## src/rtl/instr_prefetch_queue_pkg.sv

```systemverilog
// Shared widths and the queue entry payload for the instruction prefetch queue.
package instr_prefetch_queue_pkg;

   localparam int unsigned WIDTH = 8;
   localparam int unsigned DEPTH = 4;
   localparam int unsigned PTR_W = $clog2(DEPTH);
   localparam int unsigned CNT_W = PTR_W + 1;

   typedef struct packed {
      logic [WIDTH-1:0] instr;
      logic [WIDTH-1:0] pc;
   } fetch_entry_t;

   localparam logic [WIDTH-1:0] NOP_INSTR = '0;

endpackage

```

## src/rtl/instr_prefetch_queue_if.sv

```systemverilog
// Memory-port, control and Decode-side signals of the prefetch queue.
interface instr_prefetch_queue_if;
   import instr_prefetch_queue_pkg::*;

   logic [WIDTH-1:0] mem_pc;
   logic [WIDTH-1:0] mem_instr;
   logic             fetch_stall;
   logic             redirect;
   logic [WIDTH-1:0] redirect_pc;
   logic             decode_ready;
   logic             instr_valid;
   logic [WIDTH-1:0] instr_out;
   logic [WIDTH-1:0] instr_pc;
   logic [WIDTH-1:0] pc_plus8;
   logic [CNT_W-1:0] count;

   modport master (
      input  mem_pc, instr_valid, instr_out, instr_pc, pc_plus8, count,
      output mem_instr, fetch_stall, redirect, redirect_pc, decode_ready
   );

   modport slave (
      output mem_pc, instr_valid, instr_out, instr_pc, pc_plus8, count,
      input  mem_instr, fetch_stall, redirect, redirect_pc, decode_ready
   );

endinterface

```

## src/rtl/instr_prefetch_queue_fifo.sv

```systemverilog
// Circular buffer of fetched {instr, pc} entries with push, pop and flush.
module instr_prefetch_queue_fifo
   import instr_prefetch_queue_pkg::*;
(
   input  logic             i_clk,
   input  logic             i_rst,
   input  logic             i_push,
   input  logic             i_pop,
   input  logic             i_flush,
   input  fetch_entry_t     i_data,
   output fetch_entry_t     o_head,
   output logic [CNT_W-1:0] o_count
);

   logic [PTR_W-1:0] r_head;
   logic [PTR_W-1:0] r_tail;
   logic [CNT_W-1:0] r_count;
   fetch_entry_t     r_mem [DEPTH];

   // Flush drops all entries; it never coincides with push/pop at the top level.
   always_ff @(posedge i_clk or posedge i_rst) begin
      if (i_rst) begin
         r_head  <= '0;
         r_tail  <= '0;
         r_count <= '0;
      end else if (i_flush) begin
         r_head  <= '0;
         r_tail  <= '0;
         r_count <= '0;
      end else begin
         if (i_push) r_tail <= r_tail + PTR_W'(1);
         if (i_pop)  r_head <= r_head + PTR_W'(1);
         case ({i_push, i_pop})
            2'b10:   r_count <= r_count + CNT_W'(1);
            2'b01:   r_count <= r_count - CNT_W'(1);
            default: r_count <= r_count;
         endcase
      end
   end

   always_ff @(posedge i_clk) begin
      if (i_push && !i_flush) r_mem[r_tail] <= i_data;
   end

   assign o_head  = r_mem[r_head];
   assign o_count = r_count;

endmodule

```

## src/rtl/instr_prefetch_queue.sv

```systemverilog
// Fetch-side instruction buffer: owns the fetch PC, fills the queue one
// instruction per cycle and presents the head entry to Decode.
module instr_prefetch_queue
   import instr_prefetch_queue_pkg::*;
#(
   parameter int unsigned PCSTEP  = 4,
   parameter int unsigned RESETPC = 0
) (
   input  logic                  i_clk,
   input  logic                  i_rst,
   instr_prefetch_queue_if.slave bus
);

   logic [WIDTH-1:0] r_fetch_pc;
   logic             w_valid;
   logic             w_pop;
   logic             w_push;
   logic [CNT_W-1:0] w_count;
   fetch_entry_t     w_head;
   fetch_entry_t     w_wr_data;

   assign w_valid   = (w_count != '0);
   assign w_pop     = w_valid && bus.decode_ready && !bus.redirect;
   assign w_push    = !bus.redirect && !bus.fetch_stall &&
                      ((w_count < CNT_W'(DEPTH)) || w_pop);
   assign w_wr_data = '{instr: bus.mem_instr, pc: r_fetch_pc};

   // Fetch PC advances only when the fetched word is actually captured.
   always_ff @(posedge i_clk or posedge i_rst) begin
      if (i_rst) begin
         r_fetch_pc <= WIDTH'(RESETPC);
      end else if (bus.redirect) begin
         r_fetch_pc <= bus.redirect_pc;
      end else if (w_push) begin
         r_fetch_pc <= r_fetch_pc + WIDTH'(PCSTEP);
      end
   end

   instr_prefetch_queue_fifo u_fifo (
      .i_clk   (i_clk),
      .i_rst   (i_rst),
      .i_push  (w_push),
      .i_pop   (w_pop),
      .i_flush (bus.redirect),
      .i_data  (w_wr_data),
      .o_head  (w_head),
      .o_count (w_count)
   );

   assign bus.mem_pc      = r_fetch_pc;
   assign bus.count       = w_count;
   assign bus.instr_valid = w_valid;
   assign bus.instr_out   = w_valid ? w_head.instr : NOP_INSTR;
   assign bus.instr_pc    = w_valid ? w_head.pc : '0;
   assign bus.pc_plus8    = w_valid ? (w_head.pc + WIDTH'(8)) : '0;

endmodule

```

## src/flat_wrapper.sv

```systemverilog
// flat-port wrapper written by rule: the top's interface ports become plain ports
module instr_prefetch_queue_flat import instr_prefetch_queue_pkg::*;
#(
   parameter int unsigned PCSTEP  = 4,
   parameter int unsigned RESETPC = 0
)
  (i_clk, i_rst, bus_mem_pc, bus_instr_valid, bus_instr_out, bus_instr_pc, bus_pc_plus8, bus_count, bus_mem_instr, bus_fetch_stall, bus_redirect, bus_redirect_pc, bus_decode_ready);
  instr_prefetch_queue_if bus_i ();
  input  logic i_clk;
  input  logic i_rst;
  output wire logic [$bits(bus_i.mem_pc)-1:0] bus_mem_pc;
  output wire logic [$bits(bus_i.instr_valid)-1:0] bus_instr_valid;
  output wire logic [$bits(bus_i.instr_out)-1:0] bus_instr_out;
  output wire logic [$bits(bus_i.instr_pc)-1:0] bus_instr_pc;
  output wire logic [$bits(bus_i.pc_plus8)-1:0] bus_pc_plus8;
  output wire logic [$bits(bus_i.count)-1:0] bus_count;
  input wire logic [$bits(bus_i.mem_instr)-1:0] bus_mem_instr;
  input wire logic [$bits(bus_i.fetch_stall)-1:0] bus_fetch_stall;
  input wire logic [$bits(bus_i.redirect)-1:0] bus_redirect;
  input wire logic [$bits(bus_i.redirect_pc)-1:0] bus_redirect_pc;
  input wire logic [$bits(bus_i.decode_ready)-1:0] bus_decode_ready;
  assign bus_mem_pc = bus_i.mem_pc;
  assign bus_instr_valid = bus_i.instr_valid;
  assign bus_instr_out = bus_i.instr_out;
  assign bus_instr_pc = bus_i.instr_pc;
  assign bus_pc_plus8 = bus_i.pc_plus8;
  assign bus_count = bus_i.count;
  assign bus_i.mem_instr = bus_mem_instr;
  assign bus_i.fetch_stall = bus_fetch_stall;
  assign bus_i.redirect = bus_redirect;
  assign bus_i.redirect_pc = bus_redirect_pc;
  assign bus_i.decode_ready = bus_decode_ready;
  instr_prefetch_queue #(.PCSTEP(PCSTEP), .RESETPC(RESETPC)) u_core (.i_clk(i_clk), .i_rst(i_rst), .bus(bus_i));
endmodule
```

## config.mk

```make
export PLATFORM = sky130hd
export DESIGN_NAME = instr_prefetch_queue_flat
export DESIGN_NICKNAME = d
export VERILOG_FILES = /design/src/rtl/instr_prefetch_queue_pkg.sv /design/src/rtl/instr_prefetch_queue_if.sv /design/src/rtl/instr_prefetch_queue_fifo.sv /design/src/rtl/instr_prefetch_queue.sv /design/src/flat_wrapper.sv
export SDC_FILE = /design/constraint.sdc
export NUM_CORES = 1
export LEC_CHECK = 0
export ABC_AREA = 1
export BUFFER_PORTS_ARGS = -buffer_cell sky130_fd_sc_hd__buf_2
export CAP_MARGIN = 20
export CELL_PAD_IN_SITES_DETAIL_PLACEMENT = 1
export CELL_PAD_IN_SITES_GLOBAL_PLACEMENT = 1
export CORE_MARGIN = 5
export CORE_UTILIZATION = 43
export CTS_BUF_LIST = sky130_fd_sc_hd__clkbuf_16
export DETAILED_ROUTE_END_ITERATION = 8
export PLACE_DENSITY_LB_ADDON = 0.1
export SKIP_CTS_REPAIR_TIMING = 1
export SLEW_MARGIN = 10
export SYNTH_ARGS = -nofsm -noshare
export SYNTH_HDL_FRONTEND = slang
export SYNTH_HIERARCHICAL = 1
export SYNTH_SLANG_ARGS = --single-unit
export TNS_END_PERCENT = 100
```

## constraint.sdc

```tcl
create_clock -name i_clk -period 5.43 [get_ports i_clk]
set_input_delay 1.086 -clock i_clk [delete_from_list [all_inputs] [get_ports i_clk]]
set_output_delay 1.086 -clock i_clk [all_outputs]
set_load 0.01 [all_outputs]
```

# Word-level counts from Yosys, hierarchy flattened
# Memories as Yosys holds them, arrays and structs flattened.
# Index checks and enable logic that the tools add are counted.
[totals]
reg_bits = 15
ram_bits = 64
input_bits = 21
out_inout_bits = 36
wordCells = 39
n_memories = 1
[op_classes]
n_addsub = 6
n_lt_le_gt_ge = 1
eq_ne = 2
mux = 13
n_reduce_logical = 12
[mem_list]
columns = ["memory", "depth", "word_bits", "rd", "rd_ports_with_merged_regs", "write_ports", "line", "text"]
rows = [
  ["u_core.u_fifo.r_mem", 4, 16, 1, 0, 1, "instr_prefetch_queue_fifo.sv:18", "fetch_entry_t r_mem [DEPTH];"],
]
[op_table]
columns = ["cell", "n"]
rows = [
  ["$mux 8", 5],
  ["$add 8x3->8 const B", 1],
  ["$add 8x4->8 const B", 1],
  ["$mux 2", 4],
  ["$pmux 3 s2", 1],
  ["$reduce_bool 3->1", 2],
  ["$logic_and 1x1->1", 5],
  ["$add 2x1->2 const B", 2],
  ["$reduce_bool 2->1", 2],
  ["$add 3x1->3 const B", 1],
  ["$lt 3x3->1 const B", 1],
  ["$mux 3", 1],
  ["$sub 3x1->3 const B", 1],
  ["$eq 2x1->1 const B", 1],
  ["$eq 2x2->1 const B", 1],
  ["$logic_not 1->1", 2],
  ["$mux 1", 2],
  ["$logic_or 1x1->1", 1],
]

# Depth between registers and ports, before layout
# Gate-level depths: netlist (run 1).
[logic_depth]
ltp_word = 8
depth_mapped = 15
depth_no_buf = 15

# Cells and area by module
# The synthesis (run 1) kept the hierarchy.
[modules_own_cells]
columns = ["mod", "n_inst", "cells_each", "area_each_um2", "seq_area_each_um2"]
rows = [
  ["instr_prefetch_queue_fifo", 1, 214, 2849.0, 2097.0],
  ["instr_prefetch_queue", 1, 118, 740.7, 200.2],
]

# Least setup slack after synthesis (run 1)
# Ideal clock, no wire load.
[synth_timing]
path_kind = "reg2out"
startpoint = "register u_core.u_fifo.r_head[0]"
endpoint = "output bus_pc_plus8[7]"
arrival_ns = 1.591
t_required_ns = 4.344
slack_ns = 2.753
path_stages_with_launch = 10
n_path_buf = 2
path_cell_list = "dfrtp_1 -> buf_6 -> inv_4 -> buf_6 -> nor2_1 -> o22ai_1 -> ha_1 -> nand3_1 -> xor2_1 -> nor2_1"
[synth_lines]
columns = ["item", "line", "text"]
rows = [
  ["from (decl)", "instr_prefetch_queue_fifo.sv:15", "logic [PTR_W-1:0] r_head;"],
  ["from (signal assigned)", "instr_prefetch_queue_fifo.sv:32", "if (i_pop) r_head <= r_head + PTR_W'(1);"],
  ["to (decl)", "flat_wrapper.sv:15", "output wire logic [$bits(bus_i.pc_plus8)-1:0] bus_pc_plus8;"],
]

==> impl_metrics.env, run 1 <==
export IMPL_rsz0062_at_grt="no"
export IMPL_drc=0
export IMPL_stdcell_area_sq_mm=0.00421
export IMPL_ys_flop_type="edfxtp_1"
export IMPL_avgRoutedWirePerCell_microns=16.0
export IMPL_ant_nets=0
export IMPL_tightest_slew_ns=0.956
export IMPL_grt_max_degree=34
export IMPL_insertedDiodeCount=0
export IMPL_crit_path_end_kind="output port"
export IMPL_die_area_sq_mm=0.0103
export IMPL_ys_top_cells_by_area="edfxtp_1, dfrtp_1, nor2_1"
export IMPL_finalSetupViolCount=0
export IMPL_post_place_ws_ns=2.24
export IMPL_netlist_instances=332
export IMPL_fin_nets=414
export IMPL_antenna_found_initial=0
export IMPL_hold_violations=0
export IMPL_cts_clk_slew_worst_paths_ns=0.06
export IMPL_io_pins=57
export IMPL_cts_tree="yes"
export IMPL_report_final_slew_viol_count=0
export IMPL_grt_pass1_wl_mm=13.3
export IMPL_post_drt_via_cell_ratio=5.04
export IMPL_synth_top_cell_by_area="edfxtp_1"
export IMPL_post_dp_cell_area_sq_mm=0.00388
export IMPL_fmax_mhz=283
export IMPL_portBuffers=56
export IMPL_finalSetupTns_ns=0
export IMPL_ys_warnings_count=6
export IMPL_power_total_w=0.00151
export IMPL_fin_crit_sh_pct=65.1
export IMPL_area_growth_pct=17.2
export IMPL_place_congestion=0.768
export IMPL_worstSetupPathType="reg2out"
export IMPL_rows=33
export IMPL_ir_drop_mv=0.204
export IMPL_dr_pass1_iters=4
export IMPL_path_max_fanout=18
export IMPL_worstSetupStartpointType="register"
export IMPL_netlist_top_cells_count="edfxtp_1, nor2_1, nand2_1"
export IMPL_cts_sinks=79
export IMPL_skew_ns=0.00687
export IMPL_syn_area_sq_mm=0.00359
export IMPL_p_per_area_mw_per_mm2=358
export IMPL_status="finished clean"
export IMPL_synth_async_reset_ratio_pct=19.0
export IMPL_cts_buffers=9
export IMPL_syn_num_nets=360
export IMPL_slew_headroom_pct=36.2
export IMPL_grt_ovfl_total=0
export IMPL_fin_crit_ns=3.54
export IMPL_fin_ws_ns=1.89
export IMPL_die_y_microns=101
export IMPL_routed_wl_mm=7.96
export IMPL_clkLatencyLatePin_ns=0.33
export IMPL_synth_edff_count=64
export IMPL_syn_avg_cell_area_sq_um=10.8
export IMPL_drive_gt1_share_pct=23.5
export IMPL_hold_worst_slack_ns=0.575
export IMPL_ys_seq_area_share_pct=64.0
export IMPL_coreArea_sq_mm=0.00818
export IMPL_yosysMostFrequentCell="edfxtp_1"
export IMPL_cts_root_buf="clkbuf_16"
export IMPL_dp_hpwl_mm=5.43
export IMPL_cap_violations=0
export IMPL_initial_core_util_pct=43.9
export IMPL_h_tree_depth=3
export IMPL_synth_cell_types=28
export IMPL_grt_pass1_vias=2672
export IMPL_cp_arrival_ns=2.45
export IMPL_clockBufferDepth=2
export IMPL_track_usage_pct=17.0
export IMPL_vias=2502
export IMPL_die_width_microns=101
export IMPL_ys_seq_elements=79
export IMPL_crit_required_ns=4.34
export IMPL_drt_initial_drc_count=93
export IMPL_synth_top_cell_area_share_pct=53.5
export IMPL_hp_class="reg2reg"
export IMPL_p_leak_nw=1.81
## routing by layer
metal | track usage [%] | part of all wire (%) | vias to the layer above
li1 | - | - | 1227
met1 | 21.1 | 44 | 1219
met2 | 29.1 | 50 | 51
met3 | 3.24 | 4.1 | 5
met4 | 7.36 | 1.3 | 0
met5 | 0 | 0 | -
## cells by family after synthesis
family	after synthesis	synth area share, %
xor+xnor	4	0.976
fa+ha+maj	7	2.65
compound gates	55	8.47
buf+inv	58	8.54
simple gates	129	15.4
flops	79	64.0
## where the power goes
group          total (W)  leakage, nW  internal, W  switching, W
registers       0.000704        0.771     0.000678     0.0000259
logic           0.000162        0.897    0.0000593      0.000103
clock network   0.000642        0.140     0.000402      0.000240
total            0.00151         1.81      0.00114      0.000368
## state kept, by name, summed over array words and instances, names as in the netlist
register / count
u_core/bus.mem_pc: 8
u_core/u_fifo/r_head: 2
u_core/u_fifo/r_tail: 2
u_core/u_fifo/o_count: 3
u_core/u_fifo/r_mem: 64
## critical path: stages, from the launching register on
cell,delay (ns)
dfrtp_1,0.60
inv_2,0.35
o21ai_1,0.11
o22ai_1,0.30
ha_1,0.25
nand3_1,0.11
xor2_1,0.17
nor2_1,0.08
buf_2,0.13
## metrics by stage
step | std cells | utilization [%]
2_1_floorplan | 332 | -
3_3_place_gp | 480 | 47.5
3_5_place_dp | 480 | 47.5
4_1_cts | 496 | 51.5
5_1_grt | 496 | 51.5
6_report | 496 | 51.5
## path summary, 6_finish.rpt
check,from,to,slack (ns),cells after the start
worst max-delay path,u_core/u_fifo/r_head[1],bus_pc_plus8[7],1.89,8
worst min-delay path,u_core/u_fifo/r_tail[0],u_core/u_fifo/r_tail[0],0.57,1
worst max register to register,u_core/u_fifo/o_count[0],u_core/u_fifo/o_count[2],2.89,11
worst min register to register,u_core/u_fifo/r_tail[0],u_core/u_fifo/r_tail[0],0.57,1
max in group asynchronous,i_rst,u_core/bus.mem_pc[4],4.45,2
min in group asynchronous,i_rst,u_core/u_fifo/o_count[2],0.70,2
## area by class of cell
class,count,area [sq um]
Inverter,43,166
Multi-Input combinational cell,195,993
Sequential cell,79,2300
Clock buffer,9,225
Clock inverter,7,97.6
Fill cell,922,3970
Tap cell,105,131
Timing Repair Buffer,58,295
## cell usage in the layout (no fill, tap or decap), drive strengths merged
cell type / Yosys / final
bufinv: 0 / 2
nand3: 21 / 21
xnor2: 1 / 1
a21oi: 2 / 2
dfrtp: 15 / 15
buf: 15 / 58
o21bai: 1 / 1
nand4: 1 / 1
xor2: 3 / 3
nand2: 45 / 45
nor2: 60 / 60
edfxtp: 64 / 64
inv: 43 / 43
o22ai: 16 / 16
fa: 1 / 1
o21ai: 35 / 35
o31ai: 1 / 1
clkbuf: 0 / 9
clkinvlp: 0 / 5
ha: 6 / 6
nor3: 2 / 2
Power figures use the tool's default switching activity.
==> run 2, diff against run 1 <==
ABC_AREA = 0   (was 1)
clock period = 3.3 ns   (was 5.43 ns; I/O delays follow)
==> run 2 against run 1 <==
  * Flip-flop and latch count unchanged
  * Hold slack lost 0.29 ns
  * Combinational power grew 120%
  * Register-to-register slack lost 1.7 ns
  * Die area decreased by 3.1%
  * Synthesized cell count decreased by 36%
  * Design area fell by 1.4%
  * Final cell count down 23%
  * Highest routed layer unchanged
==> impl_metrics.env, run 2 <==
export IMPL_drt_initial_drc_count=91
export IMPL_tightest_slew_ns=0.339
export IMPL_cts_root_buf="clkbuf_16"
export IMPL_fin_crit_ns=2.88
export IMPL_cts_clk_slew_worst_paths_ns=0.05
export IMPL_portBuffers=56
export IMPL_drc=0
export IMPL_multiInputGateArea_sq_mm=0.00104
export IMPL_crit_path_end_kind="output port"
export IMPL_syn_num_nets=239
export IMPL_cap_violations=0
export IMPL_r2r_slack_ns=1.15
export IMPL_synth_xor_area_share_pct=2.02
export IMPL_utilization_pct=53.1
export IMPL_syn_avg_cell_area_sq_um=16.4
export IMPL_synth_top_cell_area_share_pct=55.5
export IMPL_grt_max_degree=22
export IMPL_slew_headroom_pct=77.4
export IMPL_worstSetupPathType="reg2out"
export IMPL_avgRoutedWirePerCell_microns=17.8
export IMPL_path_max_fanout=7
export IMPL_area_growth_pct=19.7
export IMPL_initial_core_util_pct=44.4
export IMPL_ir_drop_mv=0.348
export IMPL_dp_hpwl_mm=4.71
export IMPL_netlist_top_cells_count="edfxtp_1, nor2b_1, dfrtp_1, nor2_1"
export IMPL_regArea_sq_mm=0.00230
export IMPL_fmax_mhz=348
export IMPL_cts_buffers=9
export IMPL_rr_endpoint="u_core/u_fifo/o_count[2]"
export IMPL_rsz0062_at_grt="no"
export IMPL_coreArea_sq_mm=0.00781
export IMPL_hold_violations=0
export IMPL_rows=32
export IMPL_synth_top_cell_by_area="edfxtp_1"
export IMPL_yosys_mux_area_fraction_pct=12.5
export IMPL_synth_compound_area_share_pct=2.35
export IMPL_ys_warnings_count=6
export IMPL_synth_top_family_by_area="multiplexers"
export IMPL_ys_seq_elements=79
export IMPL_report_final_slew_viol_count=0
export IMPL_insertedDiodeCount=0
export IMPL_final_common_cell="edfxtp_1"
export IMPL_largest_reg_flops=64
export IMPL_skew_ns=0.00687
export IMPL_synthSimpleGateAreaFrac_pct=10.4
export IMPL_cts_tree="yes"
export IMPL_routed_wl_mm=6.82
export IMPL_die_area_sq_mm=0.00996
export IMPL_yosysMostFrequentCell="edfxtp_1"
export IMPL_ys_seq_area_share_pct=66.3
export IMPL_fin_crit_sh_pct=87.1
export IMPL_dr_pass1_iters=4
export IMPL_finalSetupViolCount=0
export IMPL_p_per_area_mw_per_mm2=588
export IMPL_fin_nets=304
export IMPL_p_leak_nw=1.60
export IMPL_reg2reg_from="u_core/u_fifo/o_count[0]"
export IMPL_grt_ovfl_total=0
export IMPL_worstSetupStartpointType="register"
export IMPL_vias=1939
export IMPL_post_drt_via_cell_ratio=5.08
export IMPL_top_register="u_core/u_fifo/r_mem"
export IMPL_clockBufferDepth=2
export IMPL_reg2regPathDepth=8
export IMPL_place_congestion=0.792
export IMPL_antenna_found_initial=0
export IMPL_ys_flop_type="edfxtp_1"
export IMPL_synth_cell_types=39
export IMPL_finalSetupTns_ns=0
export IMPL_fillers=782
export IMPL_synth_edff_count=64
export IMPL_cts_sinks=79
export IMPL_hold_worst_slack_ns=0.287
export IMPL_track_usage_pct=14.4
export IMPL_drive_gt1_share_pct=33.9
export IMPL_clkLatencyLatePin_ns=0.33
export IMPL_io_pins=57
export IMPL_ys_top_cells_by_area="edfxtp_1, dfrtp_1, mux4_1"
export IMPL_die_width_microns=99.8
export IMPL_syn_area_sq_mm=0.00347
export IMPL_crit_required_ns=2.64
export IMPL_ant_nets=0
export IMPL_grt_pass1_wl_mm=10.8
export IMPL_die_y_microns=99.8
export IMPL_cp_arrival_ns=2.22
export IMPL_status="finished clean"
export IMPL_hp_class="in2async"
export IMPL_layout_common_cells="edfxtp_1, buf_2, nor2b_1"
export IMPL_synth_fa_ha_area_share_pct=2.74
export IMPL_h_tree_depth=3
export IMPL_netlist_instances=211
export IMPL_grt_pass1_vias=2056
export IMPL_synth_async_reset_ratio_pct=19.0
## run 2: final cells by class
| class | instances | area share [%] |
|---|---|---|
| Tap cell | 102 | 3.08 |
| Multi-Input combinational cell | 110 | 25.2 |
| Inverter | 8 | 0.724 |
| Clock inverter | 6 | 1.33 |
| Sequential cell | 79 | 55.4 |
| Clock buffer | 9 | 5.43 |
| Timing Repair Buffer | 68 | 8.93 |
## run 2: per-layer routing
| metal | vias to the layer above | wire length [microns] | part of all wire [%] | global-route usage, % |
|---|---|---|---|---|
| met4 | 0 | 8 | 0.12 | 5.36 |
| met2 | 51 | 3340 | 49 | 22.5 |
| met3 | 2 | 319 | 4.7 | 3.82 |
| met5 | - | 0 | 0 | 0 |
| li1 | 925 | - | - | - |
| met1 | 961 | 3140 | 46 | 19.4 |
## run 2: logic make-up after synthesis
family,after synthesis
buf+inv,22
mux,20
xor+xnor,8
fa+ha+maj,7
flops,79
compound gates,12
simple gates,63
## run 2: where the power goes
group / internal, W / leakage (nW) / switching (W) / total (W)
sequential: 0.00112 / 0.765 / 0.0000417 / 0.00116
combinational: 0.000161 / 0.689 / 0.000195 / 0.000356
clock: 0.000572 / 0.144 / 0.000352 / 0.000925
## run 2: critical path, cell delays in order (launching register included)
cell and delay [ns]:
dfrtp_1 0.53, mux4_1 0.67, ha_1 0.26, nand3_1 0.10, xor2_1 0.15, nor2_1 0.05
buf_2 0.14
## run 2: per-stage QoR
stage	area (sq um)	setup slack, ns	cells	power (W)
floorplan	3470	0.963	211	0.00140
global placement	3870	0.789	367	0.00154
detailed placement	3870	0.739	367	0.00154
CTS	4150	0.375	382	0.00248
global route	4150	0.319	382	0.00256
finish	4150	0.425	382	0.00244
## run 2: worst max-delay path by stage
| stage | startpoint | cells after the start | endpoint |
|---|---|---|---|
| final | u_core/u_fifo/r_head[0] | 6 | bus_pc_plus8[7] |
| after global routing | u_core/u_fifo/r_head[0] | 6 | bus_pc_plus8[7] |
| after CTS | u_core/u_fifo/r_head[0] | 6 | bus_pc_plus8[7] |
| after detailed placement | u_core/u_fifo/r_head[0] | 6 | bus_pc_plus8[7] |
| after global placement | u_core/u_fifo/r_head[0] | 6 | bus_pc_plus8[7] |
| after floorplan | bus_redirect | 8 | u_core/u_fifo/o_count[2] |
